==> config.mk <==
export PLATFORM = sky130hd
export DESIGN_NAME = icache_refill_controller_flat
export DESIGN_NICKNAME = d
export VERILOG_FILES = /design/src/rtl/icache_refill_if.sv /design/src/rtl/icache_refill_controller.sv /design/src/flat_wrapper.sv
export SDC_FILE = /design/constraint.sdc
export NUM_CORES = 1
export LEC_CHECK = 0
export CORE_ASPECT_RATIO = 0.75
export CORE_MARGIN = 10
export CORE_UTILIZATION = 43
export CTS_CLUSTER_DIAMETER = 200
export DETAILED_ROUTE_END_ITERATION = 12
export GPL_ROUTABILITY_DRIVEN = 0
export HOLD_SLACK_MARGIN = 0.08
export PLACE_DENSITY_LB_ADDON = 0.25
export SLEW_MARGIN = 20
export SYNTH_ARGS = -nofsm -noshare
export SYNTH_HDL_FRONTEND = slang
export SYNTH_SLANG_ARGS = --single-unit
==> constraint.sdc <==
create_clock -name clk -period 4.2 [get_ports clk]
set_clock_uncertainty 0.05 [all_clocks]
set_input_delay 0.42 -clock clk [delete_from_list [all_inputs] [get_ports clk]]
set_output_delay 0.42 -clock clk [all_outputs]
set_load 0.02 [all_outputs]
==> src/rtl/icache_refill_if.sv <==
// icache_refill_if
// Bundles the miss handshake, memory fill bus and array write ports of the
// instruction-cache refill controller.
//   master : the refill controller (consumes miss/flush/fill, drives arrays)
//   slave  : the surrounding pipeline, memory and cache arrays
// Signals:
//   i_miss_valid/tag/set/status  miss request and the set's status word
//   i_flush                      invalidate-all request
//   i_mem_data/i_mem_data_valid  fill beats from memory
//   o_miss_ready, o_stall        pipeline handshake and halt
//   o_mem_addr/o_mem_req_valid   line request to memory
//   o_da_w_*, o_ta_w_*, o_sa_w_* data, tag and status array write ports
//   o_refill_done/o_refill_way   completion pulse and chosen way
interface icache_refill_if #(
    parameter int TAG_BITS_WIDTH    = 8,
    parameter int SET_BITS_WIDTH    = 4,
    parameter int NUM_BLOCKS        = 4,
    parameter int WORD_WIDTH        = 20,
    parameter int MEM_IF_DATA_WIDTH = 128,
    parameter int MEM_IF_ADDR_WIDTH = 16
);
    localparam int WAY_W    = $clog2(NUM_BLOCKS);
    localparam int STATUS_W = 2 * NUM_BLOCKS;
    localparam int LINE_W   = 4 * WORD_WIDTH;

    logic                                 i_miss_valid;
    logic [TAG_BITS_WIDTH-1:0]            i_miss_tag;
    logic [SET_BITS_WIDTH-1:0]            i_miss_set;
    logic [STATUS_W-1:0]                  i_miss_status;
    logic                                 i_flush;
    logic [MEM_IF_DATA_WIDTH-1:0]         i_mem_data;
    logic                                 i_mem_data_valid;

    logic                                 o_miss_ready;
    logic                                 o_stall;
    logic [MEM_IF_ADDR_WIDTH-1:0]         o_mem_addr;
    logic                                 o_mem_req_valid;
    logic [SET_BITS_WIDTH+1:0]            o_da_w_addr;
    logic [LINE_W-1:0]                    o_da_w_data;
    logic [NUM_BLOCKS-1:0]                o_da_w_mask;
    logic                                 o_da_w_valid;
    logic [SET_BITS_WIDTH-1:0]            o_ta_w_addr;
    logic [NUM_BLOCKS*TAG_BITS_WIDTH-1:0] o_ta_w_data;
    logic [NUM_BLOCKS-1:0]                o_ta_w_wmask;
    logic                                 o_ta_w_valid;
    logic [SET_BITS_WIDTH-1:0]            o_sa_w_addr;
    logic [STATUS_W-1:0]                  o_sa_w_data;
    logic [STATUS_W-1:0]                  o_sa_w_wmask;
    logic                                 o_sa_w_valid;
    logic                                 o_refill_done;
    logic [WAY_W-1:0]                     o_refill_way;

    modport master (
        input  i_miss_valid, i_miss_tag, i_miss_set, i_miss_status, i_flush,
               i_mem_data, i_mem_data_valid,
        output o_miss_ready, o_stall, o_mem_addr, o_mem_req_valid,
               o_da_w_addr, o_da_w_data, o_da_w_mask, o_da_w_valid,
               o_ta_w_addr, o_ta_w_data, o_ta_w_wmask, o_ta_w_valid,
               o_sa_w_addr, o_sa_w_data, o_sa_w_wmask, o_sa_w_valid,
               o_refill_done, o_refill_way
    );

    modport slave (
        output i_miss_valid, i_miss_tag, i_miss_set, i_miss_status, i_flush,
               i_mem_data, i_mem_data_valid,
        input  o_miss_ready, o_stall, o_mem_addr, o_mem_req_valid,
               o_da_w_addr, o_da_w_data, o_da_w_mask, o_da_w_valid,
               o_ta_w_addr, o_ta_w_data, o_ta_w_wmask, o_ta_w_valid,
               o_sa_w_addr, o_sa_w_data, o_sa_w_wmask, o_sa_w_valid,
               o_refill_done, o_refill_way
    );
endinterface

==> src/rtl/icache_refill_controller.sv <==
// icache_refill_controller
// Miss-handling sequencer for the instruction cache. On a miss it picks a
// victim way from the set's valid/used bits, requests the line from memory,
// writes the four fill beats into the data array, then commits the tag and
// the updated status word. On a flush request it clears all status words.
// The pipeline is stalled for the whole of either operation.
// Ports:
//   clk  - clock
//   srst - synchronous active-high reset, aborts any operation in progress
//   bus  - icache_refill_if master modport (miss/flush/fill in, arrays out)
module icache_refill_controller #(
    parameter int TAG_BITS_WIDTH    = 8,
    parameter int SET_BITS_WIDTH    = 4,
    parameter int NUM_BLOCKS        = 4,
    parameter int WORD_WIDTH        = 20,
    parameter int MEM_IF_DATA_WIDTH = 128,
    parameter int MEM_IF_ADDR_WIDTH = 16
) (
    input logic             clk,
    input logic             srst,
    icache_refill_if.master bus
);
    localparam int WAY_W    = $clog2(NUM_BLOCKS);
    localparam int STATUS_W = 2 * NUM_BLOCKS;
    localparam int LINE_W   = 4 * WORD_WIDTH;
    localparam int OFFSET_W = MEM_IF_ADDR_WIDTH - TAG_BITS_WIDTH - SET_BITS_WIDTH;

    typedef enum logic [2:0] {
        IDLE,
        REQ,
        FILL,
        COMMIT,
        DONE,
        FLUSH
    } state_t;

    state_t                    state;
    logic [TAG_BITS_WIDTH-1:0] tag_q;
    logic [SET_BITS_WIDTH-1:0] set_q;
    logic [WAY_W-1:0]          way_q;
    logic [STATUS_W-1:0]       status_q;
    // Beat index during a fill (low two bits), set index during a flush.
    logic [SET_BITS_WIDTH-1:0] count_q;

    logic [WAY_W-1:0]          victim;
    logic [STATUS_W-1:0]       new_status;
    logic [NUM_BLOCKS-1:0]     way_onehot;
    // Only the low four words of a memory beat carry instructions.
    logic                      unused_mem_bits;

    // Prefer an empty way, then one not recently used, otherwise way 0.
    function automatic logic [WAY_W-1:0] pick_victim(input logic [STATUS_W-1:0] s);
        logic             found;
        logic [WAY_W-1:0] way;
        found = 1'b0;
        way   = '0;
        for (int w = 0; w < NUM_BLOCKS; w++) begin
            if (!found && !s[2*w]) begin
                way   = WAY_W'(w);
                found = 1'b1;
            end
        end
        for (int w = 0; w < NUM_BLOCKS; w++) begin
            if (!found && !s[2*w+1]) begin
                way   = WAY_W'(w);
                found = 1'b1;
            end
        end
        return way;
    endfunction

    // Mark the victim valid and used; once every way is marked used, age the
    // other ways so the pseudo-LRU keeps distinguishing them.
    function automatic logic [STATUS_W-1:0] update_status(input logic [STATUS_W-1:0] s,
                                                          input logic [WAY_W-1:0]    way);
        logic [STATUS_W-1:0] n;
        logic                all_used;
        n                   = s;
        n[2*int'(way)]      = 1'b1;
        n[2*int'(way)+1]    = 1'b1;
        all_used            = 1'b1;
        for (int w = 0; w < NUM_BLOCKS; w++) begin
            all_used = all_used & n[2*w+1];
        end
        if (all_used) begin
            for (int w = 0; w < NUM_BLOCKS; w++) begin
                if (WAY_W'(w) != way) begin
                    n[2*w+1] = 1'b0;
                end
            end
        end
        return n;
    endfunction

    assign victim          = pick_victim(bus.i_miss_status);
    assign new_status      = update_status(bus.i_miss_status, victim);
    assign way_onehot      = NUM_BLOCKS'(1) << way_q;
    assign unused_mem_bits = ^bus.i_mem_data[MEM_IF_DATA_WIDTH-1:LINE_W];

    // Sequencer: every output is a register; strobes default low each cycle
    // and are raised only in the cycle their state calls for.
    always_ff @(posedge clk) begin
        if (srst) begin
            state               <= IDLE;
            tag_q               <= '0;
            set_q               <= '0;
            way_q               <= '0;
            status_q            <= '0;
            count_q             <= '0;
            bus.o_miss_ready    <= 1'b0;
            bus.o_stall         <= 1'b0;
            bus.o_mem_addr      <= '0;
            bus.o_mem_req_valid <= 1'b0;
            bus.o_da_w_addr     <= '0;
            bus.o_da_w_data     <= '0;
            bus.o_da_w_mask     <= '0;
            bus.o_da_w_valid    <= 1'b0;
            bus.o_ta_w_addr     <= '0;
            bus.o_ta_w_data     <= '0;
            bus.o_ta_w_wmask    <= '0;
            bus.o_ta_w_valid    <= 1'b0;
            bus.o_sa_w_addr     <= '0;
            bus.o_sa_w_data     <= '0;
            bus.o_sa_w_wmask    <= '0;
            bus.o_sa_w_valid    <= 1'b0;
            bus.o_refill_done   <= 1'b0;
            bus.o_refill_way    <= '0;
        end else begin
            bus.o_mem_req_valid <= 1'b0;
            bus.o_da_w_valid    <= 1'b0;
            bus.o_ta_w_valid    <= 1'b0;
            bus.o_sa_w_valid    <= 1'b0;
            bus.o_refill_done   <= 1'b0;

            case (state)
                IDLE: begin
                    if (bus.i_flush) begin
                        // First clear is issued on entry so the sixteen
                        // writes fill the sixteen FLUSH cycles exactly.
                        state            <= FLUSH;
                        count_q          <= '0;
                        bus.o_sa_w_valid <= 1'b1;
                        bus.o_sa_w_addr  <= '0;
                        bus.o_sa_w_data  <= '0;
                        bus.o_sa_w_wmask <= '1;
                        bus.o_miss_ready <= 1'b0;
                        bus.o_stall      <= 1'b1;
                    end else if (bus.i_miss_valid) begin
                        state               <= REQ;
                        tag_q               <= bus.i_miss_tag;
                        set_q               <= bus.i_miss_set;
                        way_q               <= victim;
                        status_q            <= new_status;
                        bus.o_mem_req_valid <= 1'b1;
                        bus.o_mem_addr      <= {bus.i_miss_tag, bus.i_miss_set, {OFFSET_W{1'b0}}};
                        bus.o_miss_ready    <= 1'b0;
                        bus.o_stall         <= 1'b1;
                    end else begin
                        bus.o_miss_ready <= 1'b1;
                        bus.o_stall      <= 1'b0;
                    end
                end
                REQ: begin
                    state   <= FILL;
                    count_q <= '0;
                end
                FILL: begin
                    if (bus.i_mem_data_valid) begin
                        bus.o_da_w_valid <= 1'b1;
                        bus.o_da_w_addr  <= {set_q, count_q[1:0]};
                        bus.o_da_w_data  <= bus.i_mem_data[LINE_W-1:0];
                        bus.o_da_w_mask  <= way_onehot;
                        count_q          <= count_q + 1'b1;
                        if (count_q[1:0] == 2'd3) begin
                            // Tag and status commit alongside the last data write.
                            state            <= COMMIT;
                            bus.o_ta_w_valid <= 1'b1;
                            bus.o_ta_w_addr  <= set_q;
                            bus.o_ta_w_data  <= {NUM_BLOCKS{tag_q}};
                            bus.o_ta_w_wmask <= way_onehot;
                            bus.o_sa_w_valid <= 1'b1;
                            bus.o_sa_w_addr  <= set_q;
                            bus.o_sa_w_data  <= status_q;
                            bus.o_sa_w_wmask <= '1;
                        end
                    end
                end
                COMMIT: begin
                    state             <= DONE;
                    bus.o_refill_done <= 1'b1;
                    bus.o_refill_way  <= way_q;
                end
                DONE: begin
                    state            <= IDLE;
                    bus.o_miss_ready <= 1'b1;
                    bus.o_stall      <= 1'b0;
                end
                FLUSH: begin
                    if (count_q == '1) begin
                        state            <= IDLE;
                        bus.o_miss_ready <= 1'b1;
                        bus.o_stall      <= 1'b0;
                    end else begin
                        count_q          <= count_q + 1'b1;
                        bus.o_sa_w_valid <= 1'b1;
                        bus.o_sa_w_addr  <= count_q + 1'b1;
                        bus.o_sa_w_data  <= '0;
                        bus.o_sa_w_wmask <= '1;
                    end
                end
                default: state <= IDLE;
            endcase
        end
    end
endmodule

==> src/flat_wrapper.sv <==
// flat-port wrapper written by rule: the top's interface ports become plain ports
module icache_refill_controller_flat 
#(
    parameter int TAG_BITS_WIDTH    = 8,
    parameter int SET_BITS_WIDTH    = 4,
    parameter int NUM_BLOCKS        = 4,
    parameter int WORD_WIDTH        = 20,
    parameter int MEM_IF_DATA_WIDTH = 128,
    parameter int MEM_IF_ADDR_WIDTH = 16
)
  (clk, srst, bus_i_miss_valid, bus_i_miss_tag, bus_i_miss_set, bus_i_miss_status, bus_i_flush, bus_i_mem_data, bus_i_mem_data_valid, bus_o_miss_ready, bus_o_stall, bus_o_mem_addr, bus_o_mem_req_valid, bus_o_da_w_addr, bus_o_da_w_data, bus_o_da_w_mask, bus_o_da_w_valid, bus_o_ta_w_addr, bus_o_ta_w_data, bus_o_ta_w_wmask, bus_o_ta_w_valid, bus_o_sa_w_addr, bus_o_sa_w_data, bus_o_sa_w_wmask, bus_o_sa_w_valid, bus_o_refill_done, bus_o_refill_way);
  icache_refill_if #(.TAG_BITS_WIDTH(TAG_BITS_WIDTH), .SET_BITS_WIDTH(SET_BITS_WIDTH), .NUM_BLOCKS(NUM_BLOCKS), .WORD_WIDTH(WORD_WIDTH), .MEM_IF_DATA_WIDTH(MEM_IF_DATA_WIDTH), .MEM_IF_ADDR_WIDTH(MEM_IF_ADDR_WIDTH)) bus_i ();
  input logic clk;
  input logic srst;
  input wire logic [$bits(bus_i.i_miss_valid)-1:0] bus_i_miss_valid;
  input wire logic [$bits(bus_i.i_miss_tag)-1:0] bus_i_miss_tag;
  input wire logic [$bits(bus_i.i_miss_set)-1:0] bus_i_miss_set;
  input wire logic [$bits(bus_i.i_miss_status)-1:0] bus_i_miss_status;
  input wire logic [$bits(bus_i.i_flush)-1:0] bus_i_flush;
  input wire logic [$bits(bus_i.i_mem_data)-1:0] bus_i_mem_data;
  input wire logic [$bits(bus_i.i_mem_data_valid)-1:0] bus_i_mem_data_valid;
  output wire logic [$bits(bus_i.o_miss_ready)-1:0] bus_o_miss_ready;
  output wire logic [$bits(bus_i.o_stall)-1:0] bus_o_stall;
  output wire logic [$bits(bus_i.o_mem_addr)-1:0] bus_o_mem_addr;
  output wire logic [$bits(bus_i.o_mem_req_valid)-1:0] bus_o_mem_req_valid;
  output wire logic [$bits(bus_i.o_da_w_addr)-1:0] bus_o_da_w_addr;
  output wire logic [$bits(bus_i.o_da_w_data)-1:0] bus_o_da_w_data;
  output wire logic [$bits(bus_i.o_da_w_mask)-1:0] bus_o_da_w_mask;
  output wire logic [$bits(bus_i.o_da_w_valid)-1:0] bus_o_da_w_valid;
  output wire logic [$bits(bus_i.o_ta_w_addr)-1:0] bus_o_ta_w_addr;
  output wire logic [$bits(bus_i.o_ta_w_data)-1:0] bus_o_ta_w_data;
  output wire logic [$bits(bus_i.o_ta_w_wmask)-1:0] bus_o_ta_w_wmask;
  output wire logic [$bits(bus_i.o_ta_w_valid)-1:0] bus_o_ta_w_valid;
  output wire logic [$bits(bus_i.o_sa_w_addr)-1:0] bus_o_sa_w_addr;
  output wire logic [$bits(bus_i.o_sa_w_data)-1:0] bus_o_sa_w_data;
  output wire logic [$bits(bus_i.o_sa_w_wmask)-1:0] bus_o_sa_w_wmask;
  output wire logic [$bits(bus_i.o_sa_w_valid)-1:0] bus_o_sa_w_valid;
  output wire logic [$bits(bus_i.o_refill_done)-1:0] bus_o_refill_done;
  output wire logic [$bits(bus_i.o_refill_way)-1:0] bus_o_refill_way;
  assign bus_i.i_miss_valid = bus_i_miss_valid;
  assign bus_i.i_miss_tag = bus_i_miss_tag;
  assign bus_i.i_miss_set = bus_i_miss_set;
  assign bus_i.i_miss_status = bus_i_miss_status;
  assign bus_i.i_flush = bus_i_flush;
  assign bus_i.i_mem_data = bus_i_mem_data;
  assign bus_i.i_mem_data_valid = bus_i_mem_data_valid;
  assign bus_o_miss_ready = bus_i.o_miss_ready;
  assign bus_o_stall = bus_i.o_stall;
  assign bus_o_mem_addr = bus_i.o_mem_addr;
  assign bus_o_mem_req_valid = bus_i.o_mem_req_valid;
  assign bus_o_da_w_addr = bus_i.o_da_w_addr;
  assign bus_o_da_w_data = bus_i.o_da_w_data;
  assign bus_o_da_w_mask = bus_i.o_da_w_mask;
  assign bus_o_da_w_valid = bus_i.o_da_w_valid;
  assign bus_o_ta_w_addr = bus_i.o_ta_w_addr;
  assign bus_o_ta_w_data = bus_i.o_ta_w_data;
  assign bus_o_ta_w_wmask = bus_i.o_ta_w_wmask;
  assign bus_o_ta_w_valid = bus_i.o_ta_w_valid;
  assign bus_o_sa_w_addr = bus_i.o_sa_w_addr;
  assign bus_o_sa_w_data = bus_i.o_sa_w_data;
  assign bus_o_sa_w_wmask = bus_i.o_sa_w_wmask;
  assign bus_o_sa_w_valid = bus_i.o_sa_w_valid;
  assign bus_o_refill_done = bus_i.o_refill_done;
  assign bus_o_refill_way = bus_i.o_refill_way;
  icache_refill_controller #(.TAG_BITS_WIDTH(TAG_BITS_WIDTH), .SET_BITS_WIDTH(SET_BITS_WIDTH), .NUM_BLOCKS(NUM_BLOCKS), .WORD_WIDTH(WORD_WIDTH), .MEM_IF_DATA_WIDTH(MEM_IF_DATA_WIDTH), .MEM_IF_ADDR_WIDTH(MEM_IF_ADDR_WIDTH)) u_core (.clk(clk), .srst(srst), .bus(bus_i));
endmodule
==> summary.txt <==
Hold_sp: srst
Arrival time of data at the critical path endpoint: 2.92 ns
Most frequent cells in the layout: 274 x clkdlybuf4s50_1, 246 x nand2_1, 157 x dfxtp_1
Clk slew on worst S/H paths: 0.06 ns
Max Slew Vio Count: 0
Register-to-Register Path Depth: 4
CORE AREA: 14360 µm²
Sequential area share after synthesis: 50.12%
Number of detailed-routing iterations run before antenna repair: 6
Total wire length: 20190 µm
Final ANT Viol Nets: 0
Clock sinks: 157
Post-CTS Setup Inserts: 0
Final TNS setup: 0 ns
Post-Place Setup Slack: 1.544 ns
IO Port Bufs: 275
Total global routing track utilization: 19.63%
Worst hold stages: 2
Fin crit period: 2.702 ns
Synth area leader: dfxtp_1
CP peak stage delay: 0.77 ns
Crit Path Max Fanout: 92
Hold endpoint: u_core.status_q[0]$_SDFFE_PP0P_
Commonest non-fill, non-tap cell in the layout: clkdlybuf4s50_1
Clk_lat worst skew: 0.41 ns
Row count: 38
Top cell type's share of synthesized area: 50.12%
Critical path required time: 4.42 ns
Final hold violations: 0
Sequential share of power: 42.6%
CP Cell Sequence: nor3b_4, nand2_4, nand2_1, a21oi_1
Initial DRC count: 376
Cells after Synth: 777
Synth Flop Type: dfxtp_1
Fmax: 0.3701 GHz
Share of layout cells above drive strength 1: 4.719%
Tot Pwr: 3.838 mW
GRT overflow: 0
Reg2reg start: u_core.state[1]$_SDFFE_PP0P_
Switching Share: 28.54%
Initial antenna violation count: 0
Least-Margin Pin Slew: 1.024 ns
Final Hold Slack: 0.3516 ns
CTS tree: built
Outcome: complete, no violations
Slew headroom: 31.73%
Cells taking the most area after synthesis: dfxtp_1 50%, nand2_1 15%, a21oi_1 11%
Starting density of the core: 43.67%
Cts repair resizes: 0
MaxCap Viol Count: 0
Final setup fails: 0
DR vias/cell: 4.922
Area grow syn2layout: 49.14%
FILL cells: 1275
Number of enable flip-flop cells after synthesis: 0
Clock Power Share: 39.3%
Async set-reset flop share out of synthesis: 0%
Worst setup margin: 1.498 ns
Number of diodes: 0
# H-tree levels: 4
Post-Syn Area: 6271 µm²
First-pass GRT wire length: 31840 µm
Drt wl/cell: 16.88 µm
Post-synth cell types: 53
Synth Register Bits: 157
P_leak: 3.187 nW
Worst VDD drop: 275.4 µV
Internal Power: 2.743 mW
Die Height: 124.6 µm
Switch Pwr: 1.095 mW
Nets: 1137
Drt drc: 0
Root Driver: clkbuf_16
Critical Path Start Type: flip-flop
RSZ-0062 raised after global routing: false
Via count: 5887
Reg-to-reg slack, setup: 1.50 ns
CP max stage cell: nor3b_4
Critical path class: flip-flop to flip-flop
Largest net degree at the start of global routing: 126
Yosys warns: 0
Hold buffer count at cts: 0
Die X: 159.4 µm
Final Cycle Share: 64.33%
Power Density: 410.3 nW/µm²
CP endpoint kind: flip-flop
Final HPWL DP: 14650 µm
Vias in the first global route: 5637
Logic pwr share: 18.1%
Die Footprint: 19860 µm²
Top Ports: 328
CTS Buffer Depth: 2
Buf+Inv Stages, Crit Path: 0
Worst hold path type: primary input to flip-flop
Terminus of the critical flop-to-flop path: u_core.bus.o_da_w_data[71]$_SDFFE_PP0P_
TritonCTS Buffers: 17
Top delay family on crit path: simple AND/OR/NAND/NOR gates
Mapped Avg Cell Area: 8.071 µm²
## worst register-to-register path, cell delays in order, from the launching register on
cell and delay [ns]:
dfxtp_1 0.58, nor3b_4 0.77, nand2_4 0.68, nand2_1 0.40, a21oi_1 0.09
## worst max path at each step
stage | from | endpoint | slack [ns] | depth (start not counted)
after floorplan | u_core.count_q[0]$_SDFFE_PP0P_ | u_core.bus.o_sa_w_data[2]$_SDFFE_PP0P_ | 2.42 | 8
after global placement | bus_i_mem_data_valid | u_core.bus.o_da_w_data[6]$_SDFFE_PP0P_ | 1.54 | 5
after detailed placement | bus_i_mem_data_valid | u_core.bus.o_da_w_data[11]$_SDFFE_PP0P_ | 1.54 | 5
after CTS | u_core.state[1]$_SDFFE_PP0P_ | u_core.bus.o_da_w_data[71]$_SDFFE_PP0P_ | 1.54 | 4
after global routing | u_core.state[1]$_SDFFE_PP0P_ | u_core.bus.o_da_w_data[71]$_SDFFE_PP0P_ | 1.29 | 4
final | u_core.state[1]$_SDFFE_PP0P_ | u_core.bus.o_da_w_data[71]$_SDFFE_PP0P_ | 1.50 | 4
## sequential cells by signal, summed over array words and instances (netlist names), 2 cells and up
name / flops
u_core.set_q: 3
u_core.bus.o_ta_w_addr: 4
u_core.status_q: 8
u_core.bus.o_ta_w_wmask: 4
u_core.bus.o_ta_w_data: 8
u_core.bus.o_sa_w_data: 8
u_core.bus.o_da_w_mask: 4
u_core.count_q: 4
u_core.bus.o_da_w_data: 80
u_core.bus.o_sa_w_addr: 4
u_core.bus.o_refill_way: 2
u_core.way_q: 2
u_core.bus.o_da_w_addr: 6
u_core.tag_q: 8
u_core.state: 3
## cells by family (layout without fill, tap and decap cells)
group / Yosys count / count (layout) / share of synthesized area (%)
adders and majority gates: 1 / 1 / 0.1995
AOI/OAI and AO/OA: 187 / 187 / 17.76
DFF: 157 / 157 / 50.12
buffers and inverters: 98 / 314 / 9.238
other: 1 / 4 / 0.05980
xor gates and xnor gates: 3 / 3 / 0.4191
muxes: 3 / 3 / 0.4789
and+or+nand+nor: 327 / 327 / 21.73
## stage by stage
step / area (µm²) / cells / utilization [%]
after floorplan: 6282 / 780 / -
after global placement: 8765 / 1164 / 61.04
after detailed placement: 8765 / 1164 / 61.04
after CTS: 9353 / 1196 / 65.14
after global routing: 9353 / 1196 / 65.14
final: 9353 / 1196 / 65.14
## metal layers
layer / share of wire [%] / global-route usage, % / vias up
met4: 2.5 / 6.743 / 0
met3: 6.7 / 6.407 / 30
met1: 43 / 23.42 / 2696
met2: 48 / 32.58 / 191
met5: 0 / 0 / -
li1: - / - / 2970
## power by group through the flow
stage	sequential [mW]	combinational, mW	clock, mW
3_5_place_dp	1.67	0.698	0
2_1_floorplan	1.73	0.344	0
4_1_cts	1.64	0.701	1.55
5_1_grt	1.65	0.755	1.60
3_3_place_gp	1.67	0.694	0
6_report	1.64	0.696	1.51
## cell usage after synthesis, types with 2 or more instances
library cell    n
o21bai_1        2
nor3b_1         2
buf_4          38
a21o_1          2
and2_1          2
nand2_1       247
a31oi_1         2
o21ai_0         2
nand2b_1        4
and3b_1         2
o211ai_1        9
a22oi_1         3
or3_1           2
clkbuf_1       21
dfxtp_1       157
a21oi_1       139
nand3_1        18
a211oi_1        9
inv_1           4
a311oi_1        3
mux2i_1         3
xnor2_1         2
nor2b_1         5
buf_6           4
nor3_1          9
buf_2          30
nor2_1         26
and3_1          3
o41ai_1         3
## cell type report
cell class | count | area [µm²] | share of cell area [%]
sequential | 157 | 3143 | 33.61
clock buffer | 18 | 439.2 | 4.696
inverter | 4 | 15.01 | 0.1605
timing repair buffer | 278 | 2785 | 29.78
tap | 200 | 250.2 | 2.676
clock inverter | 14 | 148.9 | 1.592
multi-input combinational | 525 | 2571 | 27.49
Power figures use the tool's default switching activity.
